## src/rtl/req_grant_arbiter_if.sv

```systemverilog
// Request/grant bundle between requesters and the shared-resource arbiter.
// master = requester side, slave = arbiter side.
interface req_grant_arbiter_if;
    logic [3:0] req;
    logic [3:0] grant;
    logic [1:0] gnt_id;
    logic       gnt_valid;
    logic       timeout;

    modport master (
        output req,
        input  grant,
        input  gnt_id,
        input  gnt_valid,
        input  timeout
    );

    modport slave (
        input  req,
        output grant,
        output gnt_id,
        output gnt_valid,
        output timeout
    );
endinterface

```

## src/rtl/req_grant_arbiter.sv

```systemverilog
// 4-way request/grant arbiter, hold-until-release with hold timeout and ban.
// Fixed priority (req[3] highest) by default; ROUND_ROBIN_EN selects rotating priority.
module req_grant_arbiter #(
    parameter int MAX_HOLD = 16,
    parameter int HOLD_W   = 5
) (
    input  logic                 clk,
    input  logic                 rst_n,
    req_grant_arbiter_if.slave   bus
);

    typedef enum logic {IDLE, BUSY} state_t;

    localparam bit TMO_EN = (MAX_HOLD != 0);
    localparam logic [HOLD_W-1:0] LIMIT =
        HOLD_W'((MAX_HOLD == 0) ? 0 : MAX_HOLD - 1);

    state_t            state_q, state_d;
    logic [3:0]        grant_q, grant_d;
    logic [1:0]        gnt_id_q, gnt_id_d;
    logic              gnt_valid_q, gnt_valid_d;
    logic              timeout_q, timeout_d;
    logic [HOLD_W-1:0] hold_cnt_q, hold_cnt_d;
    logic [3:0]        ban_q, ban_d;
    logic [1:0]        rr_last_q, rr_last_d;

    logic [3:0]        eligible;
    logic [1:0]        win;
    logic              found;

    assign eligible = bus.req & ~ban_q;

`ifdef ROUND_ROBIN_EN
    logic [1:0] idx;

    // Search rr_last-1, -2, -3, then rr_last itself.
    always_comb begin
        win   = 2'd0;
        found = 1'b0;
        idx   = 2'd0;
        for (int k = 1; k <= 4; k++) begin
            idx = rr_last_q - 2'(k);
            if (!found && eligible[idx]) begin
                win   = idx;
                found = 1'b1;
            end
        end
    end
`else
    always_comb begin
        win   = 2'd0;
        found = 1'b0;
        for (int i = 0; i < 4; i++) begin
            if (eligible[i]) begin
                win   = 2'(i);
                found = 1'b1;
            end
        end
    end
`endif

    always_comb begin
        state_d     = state_q;
        grant_d     = grant_q;
        gnt_id_d    = gnt_id_q;
        gnt_valid_d = gnt_valid_q;
        timeout_d   = 1'b0;
        hold_cnt_d  = hold_cnt_q;
        ban_d       = ban_q & bus.req;
        rr_last_d   = rr_last_q;
        unique case (state_q)
            IDLE: begin
                if (found) begin
                    state_d     = BUSY;
                    grant_d     = 4'b0001 << win;
                    gnt_id_d    = win;
                    gnt_valid_d = 1'b1;
                    hold_cnt_d  = '0;
                    rr_last_d   = win;
                end
            end
            BUSY: begin
                // Owner dropping on the limit edge wins over the timeout.
                if (!bus.req[gnt_id_q]) begin
                    state_d     = IDLE;
                    grant_d     = 4'b0000;
                    gnt_id_d    = 2'd0;
                    gnt_valid_d = 1'b0;
                end else if (TMO_EN && hold_cnt_q == LIMIT) begin
                    state_d         = IDLE;
                    grant_d         = 4'b0000;
                    gnt_id_d        = 2'd0;
                    gnt_valid_d     = 1'b0;
                    timeout_d       = 1'b1;
                    ban_d[gnt_id_q] = 1'b1;
                end else if (hold_cnt_q != '1) begin
                    hold_cnt_d = hold_cnt_q + 1'b1;
                end
            end
            default: state_d = IDLE;
        endcase
    end

    always_ff @(posedge clk or negedge rst_n) begin
        if (!rst_n) begin
            state_q     <= IDLE;
            grant_q     <= 4'b0000;
            gnt_id_q    <= 2'd0;
            gnt_valid_q <= 1'b0;
            timeout_q   <= 1'b0;
            hold_cnt_q  <= '0;
            ban_q       <= 4'b0000;
            rr_last_q   <= 2'd0;
        end else begin
            state_q     <= state_d;
            grant_q     <= grant_d;
            gnt_id_q    <= gnt_id_d;
            gnt_valid_q <= gnt_valid_d;
            timeout_q   <= timeout_d;
            hold_cnt_q  <= hold_cnt_d;
            ban_q       <= ban_d;
            rr_last_q   <= rr_last_d;
        end
    end

    assign bus.grant     = grant_q;
    assign bus.gnt_id    = gnt_id_q;
    assign bus.gnt_valid = gnt_valid_q;
    assign bus.timeout   = timeout_q;

endmodule

```

## src/flat_wrapper.sv

```systemverilog
// flat-port wrapper written by rule: the top's interface ports become plain ports
module req_grant_arbiter_flat 
#(
    parameter int MAX_HOLD = 16,
    parameter int HOLD_W   = 5
)
  (clk, rst_n, bus_req, bus_grant, bus_gnt_id, bus_gnt_valid, bus_timeout);
  req_grant_arbiter_if bus_i ();
  input  logic clk;
  input  logic rst_n;
  input wire logic [$bits(bus_i.req)-1:0] bus_req;
  output wire logic [$bits(bus_i.grant)-1:0] bus_grant;
  output wire logic [$bits(bus_i.gnt_id)-1:0] bus_gnt_id;
  output wire logic [$bits(bus_i.gnt_valid)-1:0] bus_gnt_valid;
  output wire logic [$bits(bus_i.timeout)-1:0] bus_timeout;
  assign bus_i.req = bus_req;
  assign bus_grant = bus_i.grant;
  assign bus_gnt_id = bus_i.gnt_id;
  assign bus_gnt_valid = bus_i.gnt_valid;
  assign bus_timeout = bus_i.timeout;
  req_grant_arbiter #(.MAX_HOLD(MAX_HOLD), .HOLD_W(HOLD_W)) u_core (.clk(clk), .rst_n(rst_n), .bus(bus_i));
endmodule
```

## config.mk

```make
export PLATFORM = sky130hd
export DESIGN_NAME = req_grant_arbiter_flat
export DESIGN_NICKNAME = d
export VERILOG_FILES = /design/src/rtl/req_grant_arbiter_if.sv /design/src/rtl/req_grant_arbiter.sv /design/src/flat_wrapper.sv
export SDC_FILE = /design/constraint.sdc
export NUM_CORES = 1
export LEC_CHECK = 0
export CAP_MARGIN = 20
export CORE_UTILIZATION = 52
export CTS_BUF_LIST = sky130_fd_sc_hd__clkbuf_16
export DETAILED_ROUTE_END_ITERATION = 6
export HOLD_SLACK_MARGIN = 0.08
export PLACE_DENSITY = 0.79
export RECOVER_POWER = 50
export SETUP_SLACK_MARGIN = 0.15
export SLEW_MARGIN = 40
export SYNTH_ARGS = -nofsm -noshare
export SYNTH_HDL_FRONTEND = slang
export SYNTH_SLANG_ARGS = --single-unit
```

## constraint.sdc

```tcl
create_clock -name clk -period 2.4 [get_ports clk]
set_clock_uncertainty 0.05 [all_clocks]
set_input_delay 0.6 -clock clk [delete_from_list [all_inputs] [get_ports clk]]
set_output_delay 0.6 -clock clk [all_outputs]
set_load 0.05 [all_outputs]
```

==> flow_summary.ini <==
[status]
status = complete, no violations

[route]
dr.pass1.iters = 4
drc_errors = 0
vias = 709
viasPerCell = 5.54
routed_wl_um = 1830
routedWlPerCell_um = 14.3
drtIter0Drc = 18
ant_nets = 0

[power]
combPwrFrac_pct = 47.2
ir_drop_mv = 0.807
clkPwrFrac_pct = 22.2
switching_share_pct = 39.6
p_seq_share_pct = 30.6
power.internal_mw = 0.901
p_per_area_mw_per_mm2 = 1220
power_switching_mw = 0.592
leakagePower_nw = 0.548

[synthesis]
ys_types = 37
synth_edf_count = 0
yosysTopAreaCell = dfrtp_1
synth.top_cell.area_share_pct = 44.7
ys_seq_area_share_pct = 44.7
synth_ff_type = dfrtp_1
ys_async_sr_fraction_pct = 100
synth_area_leaders = dfrtp_1 45%, ha_1 5.0%, nor2b_1 3.7%
syn_area_mm2 = 0.00101
ys_ff_latch = 18
syn_nets = 96
ys.warnings.count = 0
synthCells = 86
postSynthAreaPerCell_um2 = 11.7

[sta]
slew_violations = 0
hold_viol_final = 0
period_needed_ps = 2140
rsz0062_at_grt = false
max_slew_margin_pct = 38.1
timing.hold.ws_ps = 438
worst_pin_slew_ps = 928
min_period_over_period_pct = 89.1
clock.fmax_mhz = 467
final.setup.tns_ps = 0
setup_violations = 0

[cts]
clock_sinks = 18
cts_tree = built
numCtsBuffers = 3
clk_latency_ps = 250
clock-root-buffer = clkbuf_16
cts.hold.buffers_added = 0
htree_levels = 1
cts_setup_buffers = 0
cts_buffer_depth = 2
clk_pin_slew_ps = 50
cts_resized = 0

[grt]
grt_max_degree = 19
grt_pass1_vias = 670
antenna_found_initial = 0
grt_overflow = 0
grtUsageTotal_pct = 21.5
grt_pass1_wl_um = 3090

[die]
io_pins = 14
die-area_mm2 = 0.00212
die_x_um = 46.0
die_h_um = 46.0
coreArea_mm2 = 0.00176
num_rows = 15
start_util_pct = 57.1

[min_path]
holdPathStages = 1
hp-class = flip-flop to flip-flop

[layout]
final_common_cell = dfrtp_1
final_cell_mix = 18 x dfrtp_1, 11 x clkdlybuf4s50_1, 6 x a21oi_1, 6 x nor2b_1
diodes = 0
area_growth_pct = 21.1
layout-drive-gt1-share_pct = 15.5
final_nets = 114

[placed_design]
io_buffers = 13
gp_congestion = 0.801
hpwl_um = 1320

[worst_setup_path]
ff2ff_setup_slack_ps = 260
critPathRequiredTime_ps = 2480
reg2reg_depth = 7
critical_path_class = flip-flop to flip-flop
cp_max_fo = 5
cp-end-kind = flip-flop
setup.worst_path.start_class = flip-flop
worstPathArrival_ps = 2220

[job]
max_cap_viol_count = 0
-- synth_stat cells (2+ instances only) --
master,count
a21oi_1,6
o21a_1,2
nand2b_1,2
dfrtp_1,18
nor3b_1,2
nand2_1,3
ha_1,4
nor2_1,3
nor2b_1,6
nand3_1,2
inv_1,2
o2bb2ai_1,4
nor3_1,3
buf_6,3
a2bb2oi_2,2
a21o_1,3
-- critical path, cell delays in order (launching register included) --
cell and delay [ps]:
dfrtp_1 390, ha_1 230, and3_1 180, ha_1 280
nor4b_2 310, a2bb2oi_2 120, nor2b_4 160, a211o_1 300
-- stage by stage --
stage | worst slack, ps | power [mW] | cell area (um2) | utilization (%) | std cells
2_1_floorplan | 443 | 1.02 | 1010 | - | 86
3_3_place_gp | 182 | 1.17 | 1160 | 65.6 | 124
3_5_place_dp | 133 | 1.18 | 1160 | 65.6 | 124
4_1_cts | 238 | 1.51 | 1240 | 70.1 | 128
5_1_grt | 160 | 1.57 | 1220 | 69.1 | 128
6_report | 260 | 1.49 | 1220 | 69.1 | 128
-- power by group through the flow --
stage	Sequential [mW]	Combinational [mW]	Clock, mW
2_1_floorplan	0.609	0.413	0
3_3_place_gp	0.453	0.719	0
3_5_place_dp	0.457	0.719	0
4_1_cts	0.455	0.723	0.334
5_1_grt	0.468	0.755	0.351
6_report	0.456	0.705	0.331
-- sequential cells by signal (all words and copies together) (netlist names) --
signal and flops:
u_core.ban_q 4, u_core.bus.gnt_id 2, u_core.bus.gnt_valid 1, u_core.bus.grant 4, u_core.bus.timeout 1, u_core.hold_cnt_q 5
u_core.state_q 1
-- worst paths after layout --
check                                                  from                          endpoint
max                        u_core.hold_cnt_q[0]$_DFFE_PN0P_  u_core.hold_cnt_q[2]$_DFFE_PN0P_
min                         u_core.bus.grant[2]$_DFFE_PN0P_   u_core.bus.grant[2]$_DFFE_PN0P_
max reg2reg                u_core.hold_cnt_q[0]$_DFFE_PN0P_  u_core.hold_cnt_q[2]$_DFFE_PN0P_
min reg2reg                 u_core.bus.grant[2]$_DFFE_PN0P_   u_core.bus.grant[2]$_DFFE_PN0P_
max in group asynchronous                             rst_n  u_core.bus.gnt_id[1]$_DFFE_PN0P_
min in group asynchronous                             rst_n      u_core.bus.timeout$_DFF_PN0_
-- per-layer routing --
layer | track usage (%) | wire length (um)
met2 | 31.0 | 837
met5 | 0 | 0
met3 | 3.57 | 57
met4 | 10.6 | 37
met1 | 31.1 | 897
-- area by class of cell --
type | instances | area [um2]
clock buffers | 3 | 75.1
clock inverters | 1 | 3.75
fillers | 148 | 544
inverters | 2 | 7.51
multi-input cells | 63 | 503
flip-flops and latches | 18 | 450
well taps | 25 | 31.3
repair buffers | 16 | 149
-- kinds of logic after synthesis --
kind of cell / after synthesis / share of synthesized area (%)
AND/OR/NAND/NOR: 28 / 18.1
AO/OA/AOI/OAI: 27 / 22.4
flip-flops: 18 / 44.7
buffers and inverters: 5 / 4.10
adder cells (fa/ha/maj): 4 / 4.97
multiplexers: 3 / 4.84
XOR/XNOR: 1 / 0.870
Note: power is estimated with default switching activity, not from simulation.
